## src/rtl/lc_1252_job_arbiter.sv

```systemverilog
// Round-robin job arbiter for the odd-matrix engine; result appears 1 cycle after eng_out_tvalid, held until res_tready.
// Index beats pass through combinationally under eng_tready; optional result-wait timeout via LC1252_ARB_TIMEOUT_EN.
module lc_1252_job_arbiter #(
  parameter int NUM_REQ     = 2,
  parameter int MAX_IND_LEN = 100,
  parameter int TIMEOUT_CYC = 1024,
  localparam int ID_W       = $clog2(NUM_REQ)
) (
  input  logic                            clk,
  input  logic                            rst_n,
  input  logic [NUM_REQ-1:0][7:0]         req_m,
  input  logic [NUM_REQ-1:0][7:0]         req_n,
  input  logic [NUM_REQ-1:0][1:0][7:0]    req_tdata,
  input  logic [NUM_REQ-1:0]              req_tvalid,
  input  logic [NUM_REQ-1:0]              req_tlast,
  output logic [NUM_REQ-1:0]              req_tready,
  output logic [7:0]                      eng_m,
  output logic [7:0]                      eng_n,
  output logic [1:0][7:0]                 eng_tdata,
  output logic                            eng_tvalid,
  output logic                            eng_tlast,
  input  logic                            eng_tready,
  output logic                            eng_rst,
  input  logic [7:0]                      eng_odd_cells,
  input  logic                            eng_out_tvalid,
  output logic [7:0]                      res_odd_cells,
  output logic [ID_W-1:0]                 res_id,
  output logic                            res_err,
  output logic                            res_tvalid,
  input  logic                            res_tready
);

  localparam int CNT_W = $clog2(MAX_IND_LEN + 1);
  localparam logic [CNT_W-1:0] LAST_BEAT = CNT_W'(MAX_IND_LEN - 1);

  typedef enum logic [2:0] {CLEAN, IDLE, STREAM, DRAIN, WAIT_RES, RESP} state_t;

  state_t            state, state_nxt;
  logic [ID_W-1:0]   last_grant, grant_id, pick;
  logic              pick_vld;
  logic [CNT_W-1:0]  beat_cnt;
  logic              err;
  logic              at_cap;
  logic              stream_hs;
  logic              tmo_hit;

  assign at_cap    = (beat_cnt == LAST_BEAT);
  assign stream_hs = (state == STREAM) && req_tvalid[grant_id] && eng_tready;

  assign eng_rst    = (state == CLEAN);
  assign res_tvalid = (state == RESP);
  assign res_id     = grant_id;
  assign res_err    = err;

`ifdef LC1252_ARB_TIMEOUT_EN
  localparam logic [15:0] TMO_LAST = 16'(TIMEOUT_CYC - 1);
  logic [15:0] tmo_cnt;

  always_ff @(posedge clk or negedge rst_n) begin
    if (!rst_n)                tmo_cnt <= '0;
    else if (state == WAIT_RES) tmo_cnt <= tmo_cnt + 16'd1;
    else                       tmo_cnt <= '0;
  end

  assign tmo_hit = (state == WAIT_RES) && !eng_out_tvalid && (tmo_cnt == TMO_LAST);
`else
  assign tmo_hit = 1'b0;
`endif

  // Search starts one past the previous winner so every requester gets a turn.
  always_comb begin
    pick     = last_grant;
    pick_vld = 1'b0;
    for (int i = 1; i <= NUM_REQ; i++) begin
      if (!pick_vld && req_tvalid[ID_W'((int'(last_grant) + i) % NUM_REQ)]) begin
        pick     = ID_W'((int'(last_grant) + i) % NUM_REQ);
        pick_vld = 1'b1;
      end
    end
  end

  always_ff @(posedge clk or negedge rst_n) begin
    if (!rst_n) state <= CLEAN;
    else        state <= state_nxt;
  end

  always_comb begin
    state_nxt  = state;
    eng_tvalid = 1'b0;
    eng_tdata  = '0;
    eng_tlast  = 1'b0;
    req_tready = '0;
    case (state)
      CLEAN: state_nxt = IDLE;
      IDLE:  if (pick_vld) state_nxt = STREAM;
      STREAM: begin
        eng_tvalid           = req_tvalid[grant_id];
        eng_tdata            = req_tdata[grant_id];
        eng_tlast            = req_tlast[grant_id] | at_cap;
        req_tready[grant_id] = eng_tready;
        if (stream_hs) begin
          if (req_tlast[grant_id]) state_nxt = WAIT_RES;
          else if (at_cap)         state_nxt = DRAIN;
        end
      end
      DRAIN: begin
        req_tready[grant_id] = 1'b1;
        if (req_tvalid[grant_id] && req_tlast[grant_id]) state_nxt = WAIT_RES;
      end
      WAIT_RES: if (eng_out_tvalid || tmo_hit) state_nxt = RESP;
      RESP:     if (res_tready) state_nxt = CLEAN;
      default:  state_nxt = CLEAN;
    endcase
  end

  always_ff @(posedge clk or negedge rst_n) begin
    if (!rst_n) begin
      last_grant    <= ID_W'(NUM_REQ - 1);
      grant_id      <= '0;
      eng_m         <= '0;
      eng_n         <= '0;
      beat_cnt      <= '0;
      err           <= 1'b0;
      res_odd_cells <= '0;
    end else begin
      case (state)
        IDLE: if (pick_vld) begin
          grant_id   <= pick;
          last_grant <= pick;
          eng_m      <= req_m[pick];
          eng_n      <= req_n[pick];
          beat_cnt   <= '0;
          err        <= 1'b0;
        end
        STREAM: if (stream_hs) begin
          beat_cnt <= beat_cnt + CNT_W'(1);
          if (at_cap && !req_tlast[grant_id]) err <= 1'b1;
        end
        WAIT_RES: begin
          if (eng_out_tvalid) begin
            res_odd_cells <= eng_odd_cells;
          end else if (tmo_hit) begin
            res_odd_cells <= '0;
            err           <= 1'b1;
          end
        end
        default: ;
      endcase
    end
  end

endmodule

```

## config.mk

```make
export PLATFORM = sky130hd
export DESIGN_NAME = lc_1252_job_arbiter
export DESIGN_NICKNAME = d
export VERILOG_FILES = /design/src/rtl/lc_1252_job_arbiter.sv
export SDC_FILE = /design/constraint.sdc
export NUM_CORES = 1
export LEC_CHECK = 0
export CORE_UTILIZATION = 30
export CTS_CLUSTER_SIZE = 25
export DETAILED_ROUTE_END_ITERATION = 8
export PLACE_DENSITY_LB_ADDON = 0.25
export SYNTH_ARGS = -nofsm -noshare
export SYNTH_HDL_FRONTEND = slang
export SYNTH_SLANG_ARGS = --single-unit
```

## constraint.sdc

```tcl
create_clock -name clk -period 1.93 [get_ports clk]
set_input_delay 0.193 -clock clk [delete_from_list [all_inputs] [get_ports clk]]
set_output_delay 0.193 -clock clk [all_outputs]
set_load 0.02 [all_outputs]
```

# Word-level counts from Yosys, hierarchy flattened

Index checks and enable logic that the tools add are counted.

Output and inout bits: 48
Bits of input ports: 81
Flip-flop bits (word level): 37
Logic and storage cells: 85

Equality and inequality tests: 13
Mux-type cells: 39
Reductions and logical operators: 15
$lt $le $gt $ge: 5
Bitwise logic cells: 2
$add $sub $neg: 3

Operator list:

| operator              | count |
|---|---|
| $mux W16              | 3 |
| $mux W8               | 4 |
| $mux W3               | 7 |
| $mux W1               | 18 |
| $pmux W3 S6           | 1 |
| $mux W7               | 2 |
| $pmux W7 S2           | 1 |
| $ne A2 B2 Y1 const B  | 4 |
| $add A7 B1 Y7 const B | 1 |
| $eq A7 B7 Y1 const B  | 1 |
| $eq A3 B2 Y1 const B  | 2 |
| $eq A3 B3 Y1 const B  | 2 |
| $logic_and A1 B1 Y1   | 6 |
| $lt A1 B3 Y1 const B  | 2 |
| $reduce_and A6 Y1     | 1 |
| $lt A1 B2 Y1 const B  | 2 |
| $ne A2 B1 Y1 const B  | 2 |
| $pmux W2 S2           | 1 |
| $reduce_and A2 Y1     | 2 |
| $reduce_and A4 Y1     | 1 |
| $eq A3 B1 Y1 const B  | 1 |
| $logic_not A3 Y1      | 1 |
| $ne A3 B2 Y1 const B  | 1 |
| $reduce_and A3 Y1     | 1 |
| 8 further kinds       | 10 |

# Longest topological paths before layout

Gate-level depths: netlist of run 1.

Depth after elaboration: 10
Mapped depth: 7
Mapped depth without buffers: 6

# Least setup slack after synthesis of run 1

No wires, ideal clock.

Path type: flip-flop to output port
Start: register grant_id, in the netlist res_id
End: output eng_tdata[1] in the netlist's numbering
Buffers on the path: 3
Data required time: 1.737 ns
Path slack: 0.007 ns
Arrival time: 1.730 ns
Stages on the path, launching flop included: 6
Path through: dfrtp_1 -> buf_2 -> buf_2 -> buf_1 -> mux2i_1 -> nor2_1

RTL lines:

| item                     | RTL line | source |
|---|---|---|
| start: declaration       | 39       | `logic [ID_W-1:0] last_grant, grant_id, pick;` |
| start signal: assignment | 128      | `grant_id <= pick;` |
| end: declaration         | 19       | `output logic [1:0][7:0] eng_tdata,` |

==> flow_summary_export.csv, run 1 <==
group,metric,value,unit
status,outcome,"finished, violations left",
status,violations,"hold timing",
timing,rsz0062_at_grt,"no",
critical_path,slowest_stage,"or3b_4",
timing,finalSetupViolCount,0,
synth,synth_cell_types,39,
synth,yosysSeqAreaShare,0.4311,
grt,globalRouteTotalUtil,0.1660,
grt,grt_overflow_total,0,
grt,grt_pass1_wl,9804,µm
route,vias,2176,
timing,worst_slew_pin_slew,781.2,ps
placed_design,globalplace.congestion,0.7373,
critical_path,cp.required,1740,ps
critical_path,max_stage_delay,430,ps
critical_path,worstSetupEndpointType,"output pin",
die,die_x,86.67,µm
critical_path,cp_top_family,"simple AND/OR/NAND/NOR gates",
synth,netlist_area,2151,µm²
pwr,peakVddDrop,0.0005365,V
placed_design,port_buffers,128,
clock_network,cts_tree,"done",
clock_network,clk_path_buf_depth,2,
synth,postSynthNetCount,317,
die,start_util,0.3131,
route,wl_per_cell,12.81,µm
placed_design,dpl.hpwl,4687,µm
timing,post-route-period-util,0.9552,
synth,syn_area_per_cell,9.152,µm²
worst_hold_path,hold_class,"in -> async",
synth,synth_edf_count,0,
timing,post-route-min-period,1844,ps
timing,drv_slew,0,
clock_network,cts_hold_buf,0,
synth,netlist_instances,235,
critical_path,cp.arrival,1650,ps
die,dieHeight,86.67,µm
timing,finalClockSkew,4.197,ps
clock_network,clk_latency,290,ps
critical_path,crit_path_start_kind,"flip-flop",
clock_network,cts-root-buf,"clkbuf_8",
timing,fin_hold_ws,-22.99,ps
die,num_io_pins,129,
pwr,power_density,1267,nW/µm²
die,dieArea,7512,µm²
timing,hold_viol,36,
timing,maxClockFrequency,0.5424,GHz
critical_path,critPathKind,"reg -> out",
grt,antenna_found_initial,0,
job,drv_cap,0,
route,drc,0,
synth,ys_ff_latch,37,
synth,async_flop_share,1.000,
critical_path,path_buf_inv,2,
timing,setup_slack,86.49,ps
critical_path,cp_cell_sequence,"or3b_4, buf_12, nor2_1, clkdlybuf4s15_2",
placed_design,dpl_worst_slack,-6.317,ps
synth,ys_warn_count,0,
route,post_drt_via_cell_ratio,4.680,
die,core-area,6869,µm²
route,drt_first_iter_violations,108,
clock_network,cts-buffers-inserted,5,
route,drt-total-wl,5956,µm
timing,slew_headroom,0.4792,
grt,grt_max_degree,38,
route,drtPass1Iterations,4,
pwr,leakage,1.600,nW
cells_and_area,nNetsFinal,450,
clock_network,cts.clk_slew.worst_paths,70,ps
synth,synthFlopType,"dfrtp_1",
route,ant_nets,0,
die,rows,30,
critical_path,startpoint,"state[0]",
cells_and_area,drive_gt1_frac,0.1572,
cells_and_area,n_antenna_cell,0,
grt,grt_pass1_vias,2097,
critical_path,r2r_start,"state[0]",
critical_path,cp_max_fo,16,
cells_and_area,syn_to_final_growth,73.24,%
clock_network,htree_levels,2,
clock_network,clock-sinks,37,
cell usage after synthesis, types with 4 or more instances:
master,instances,share of area
dfrtp_1,36,0.42
o21ai_0,28,0.065
nor2_1,27,0.047
nand2_1,25,0.044
mux2i_1,18,0.084
o21a_1,16,0.056
o22ai_1,16,0.047
mux2_2,9,0.047
clkbuf_1,8,0.014
buf_2,5,0.012
inv_1,5,0.0087
a21oi_1,4,0.0093
and3_1,4,0.012
buf_1,4,0.0070
sequential cells by signal, indices dropped and copies added (netlist names):
register,flops
res_err,1
res_odd_cells,8
res_id,1
state,3
last_grant,1
beat_cnt,7
eng_n,8
eng_m,8
cells in the final DEF, fill, tap and decap left out, types with 2 or more instances in the layout:
master           count
nand2_1             25
nor2_1              27
clkdlybuf4s15_2     14
clkbuf_2             2
buf_2                3
mux2_2               9
dlygate4sd2_1        2
clkdlybuf4s50_1    105
o21ai_0             28
dlymetal6s2s_1       2
a21oi_1              4
dfrtp_1             36
buf_4               15
inv_1                5
nand4_1              2
o21a_1              16
o22ai_1             16
nand2b_1             2
clkbuf_8             6
mux2i_1             18
o31ai_1              2
xor2_1               2
and3_1               4
final timing paths:
kind / end / slack [ps] / cells past startpoint
worst max register to register: beat_cnt[5] / 160 / 6
max in group asynchronous: beat_cnt[0] / 1460 / 1
min in group clk: eng_m[2] / 480 / 2
worst max-delay path: eng_tdata[6] / 90 / 4
worst min register to register: eng_m[2] / 480 / 2
worst min-delay path: res_odd_cells[5] / -20 / 1
repair_timing:
item,4_1_cts,5_1_grt
gates resized for setup,52,10
cloned,0,0
pin swaps,0,0
setup endpoints to repair,20,25
buffers inserted,0,0
report_power, final:
| part | internal (mW) | switching, mW | total (mW) |
|---|---|---|---|
| Sequential | 1.10 | 0.167 | 1.26 |
| Clock | 0.420 | 0.285 | 0.705 |
| Combinational | 1.34 | 1.41 | 2.75 |
| Total | 2.86 | 1.87 | 4.72 |
through the flow:
step	cell area, µm²	std cells	power [mW]	utilization	TNS [ps]
final	3726	465	4.721	0.5424	0
after global placement	3598	457	4.062	0.5239	0
after global routing	3726	465	5.072	0.5424	0
after CTS	3734	465	4.778	0.5435	0
after floorplan	2151	235	2.824	-	0
after detailed placement	3598	457	4.095	0.5239	-6.317
metal layers:
layer	track usage	wire, µm	up-vias	part of all wire
li1	-	-	1107	-
met1	0.2053	2536	991	0.43
met2	0.2799	2928	69	0.49
met3	0.05429	398	9	0.067
met4	0.04091	93	0	0.016
met5	0	0	-	0
cells by family (layout without fill, tap and decap cells):
group | after synthesis | count (layout) | share of synthesized area
buffers and inverters | 23 | 157 | 0.04654
XOR/XNOR | 3 | 3 | 0.01222
adder cells (fa/ha/maj) | 1 | 1 | 0.005816
multiplexers | 28 | 28 | 0.1373
AND/OR/NAND/NOR | 71 | 71 | 0.1553
AO/OA/AOI/OAI | 72 | 72 | 0.2118
flip-flops | 37 | 37 | 0.4311
area by class of cell:
type                    count  area [µm²]
fillers                   656        3143
repair buffers            144        1409
multi-input cells         175        1131
flip-flops and latches     37       927.1
well taps                  96       120.1
clock buffers               6       82.58
clock inverters             2       37.54
inverters                   5       18.77
(Power assumes the default switching activity.)
==> run 2, diff against run 1 <==
--- a/config.mk
+++ b/config.mk
@@ -6,4 +6,5 @@
 export NUM_CORES = 1
 export LEC_CHECK = 0
+export CORE_MARGIN = 2
 export CORE_UTILIZATION = 30
 export CTS_CLUSTER_SIZE = 25
==> constraint.sdc (replaced) <==
create_clock -name clk -period 1.93 [get_ports clk]
set_input_delay 0.193 -clock clk [delete_from_list [all_inputs] [get_ports clk]]
set_output_delay 0.193 -clock clk [all_outputs]
set_load 0.01 [all_outputs]
==> flow_summary_export.csv, run 2 (synthesis gave the netlist of run 1 again) <==
group,metric,value,unit
status,outcome,"completed",
cells_and_area,nNetsFinal,454,
critical_path,cp.required,1740,ps
die,rows,30,
timing,drv_slew,0,
placed_design,port_buffers,128,
cells_and_area,largest_registers,"eng_m (8), eng_n (8), res_odd_cells (8)",
timing,finalClockSkew,4.634,ps
timing,post-route-min-period,1838,ps
placed_design,dpl_cell_area,3608,µm²
clock_network,clock-sinks,37,
clock_network,cts-root-buf,"clkbuf_8",
cells_and_area,design_area,3695,µm²
route,drt-total-wl,6234,µm
grt,grt_pass1_vias,2203,
timing,finalSetupTns,0,ps
die,dieHeight,88.67,µm
clock_network,post_cts_buffers,0,
timing,slew_headroom,0.6067,
timing,hold_viol,0,
route,wl_per_cell,13.29,µm
cells_and_area,stdcell_count,469,
die,die_x,88.67,µm
timing,worst_slew_pin_slew,590.0,ps
clock_network,cts.clk_slew.worst_paths,70,ps
timing,post-route-period-util,0.9523,
die,start_util,0.3131,
clock_network,cts-buffers-inserted,5,
timing,maxClockFrequency,0.5441,GHz
grt,globalRouteTotalUtil,0.1585,
critical_path,r2r_cells,6,
job,drv_cap,0,
placed_design,place_inst,460,
critical_path,crit_path_start_kind,"flip-flop",
grt,grt_overflow_total,0,
pwr,peakVddDrop,0.0004248,V
pwr,total_power,4.234,mW
grt,grt_max_degree,37,
die,num_io_pins,129,
die,core-area,6869,µm²
route,post_drt_via_cell_ratio,4.670,
critical_path,critPathKind,"reg -> out",
critical_path,worstSetupEndpointType,"output pin",
critical_path,cp.arrival,1640,ps
worst_hold_path,hold_class,"in -> async",
placed_design,dpl_worst_slack,58.59,ps
pwr,power_density,1146,nW/µm²
placed_design,dpl.hpwl,4931,µm
clock_network,cts_tree,"done",
cells_and_area,most-common-layout-cells,"107 x clkdlybuf4s50_1, 35 x dfrtp_1, 28 x o21ai_0, 27 x nor2_1, 25 x nand2_1",
critical_path,cp_max_fo,14,
route,ant_nets,0,
clock_network,clk_path_buf_depth,2,
route,drt_first_iter_violations,85,
clock_network,clk_latency,290,ps
timing,rsz0062_at_grt,"no",
grt,antenna_found_initial,0,
placed_design,globalplace.congestion,0.7653,
clock_network,htree_levels,2,
die,dieArea,7862,µm²
cells_and_area,final_common_cell,"clkdlybuf4s50_1",
route,vias,2190,
timing,setup_slack,92.11,ps
route,drc,0,
cells_and_area,n_antenna_cell,0,
grt,grt_pass1_wl,9915,µm
cells_and_area,syn_to_final_growth,71.79,%
timing,finalSetupViolCount,0,
cells_and_area,drive_gt1_frac,0.1233,
route,drtPass1Iterations,4,
pwr,leakage,1.638,nW
run 2: cell count changes in the layout (fill, tap and decap cells not counted), sizes merged, moves of 2 or more:
| cell | delta |
|---|---|
| clkbuf | -2 |
| clkdlybuf4s15 | -14 |
| clkdlybuf4s50 | +2 |
| clkinv | +2 |
| dlygate4sd2 | +18 |
| dlymetal6s2s | -2 |
run 2: area by class of cell:
| type | instances | area [µm²] |
|---|---|---|
| Inverter | 5 | 18.77 |
| Tap cell | 96 | 120.1 |
| Sequential cell | 37 | 928.4 |
| Clock buffer | 6 | 72.57 |
| Multi-Input combinational cell | 175 | 1137 |
| Clock inverter | 2 | 10.01 |
| Fill cell | 646 | 3174 |
| Timing Repair Buffer | 148 | 1408 |
run 2: worst paths after layout:
path                            startpoint           to  slack, ps
worst max-delay path              state[0]      eng_rst         90
worst min-delay path                 rst_n  beat_cnt[5]        460
worst max register to register    state[0]  beat_cnt[6]        150
worst min register to register    eng_m[1]     eng_m[1]        480
max in group asynchronous            rst_n   last_grant        860
min in group clk                  eng_m[1]     eng_m[1]        480
run 2: stage by stage:
step	util	hold WS (ps)
floorplan	-	-102.6
global placement	0.5253	228.4
detailed placement	0.5253	227.1
CTS	0.5372	461.1
global route	0.5379	512.3
finish	0.5379	458.6
run 2: worst max-delay path: stages (launching register included):
cell and delay, ps:
dfrtp_1 390, buf_4 190, nor3_1 210, clkdlybuf4s50_1 570
run 2: where the power goes:
part | leakage [nW] | internal, mW | switching, mW | total [mW]
sequential | 0.465 | 1.10 | 0.183 | 1.28
combinational | 1.13 | 1.31 | 1.13 | 2.44
clock | 0.0450 | 0.250 | 0.262 | 0.512
total | 1.64 | 2.66 | 1.57 | 4.23
run 2: metal layers:
metal | vias to the layer above | wire length (µm) | track usage
met2 | 56 | 3315 | 0.2870
met3 | 7 | 360 | 0.04851
met4 | 0 | 39 | 0.03030
li1 | 1112 | - | -
met5 | - | 0 | 0
met1 | 1015 | 2519 | 0.1853
run 2: repair_timing:
action                                  4_1_cts  5_1_grt
hold endpoints to repair                     24        0
resized for setup                            24        3
endpoints found under the setup margin       20        4
hold buffers                                  1        0
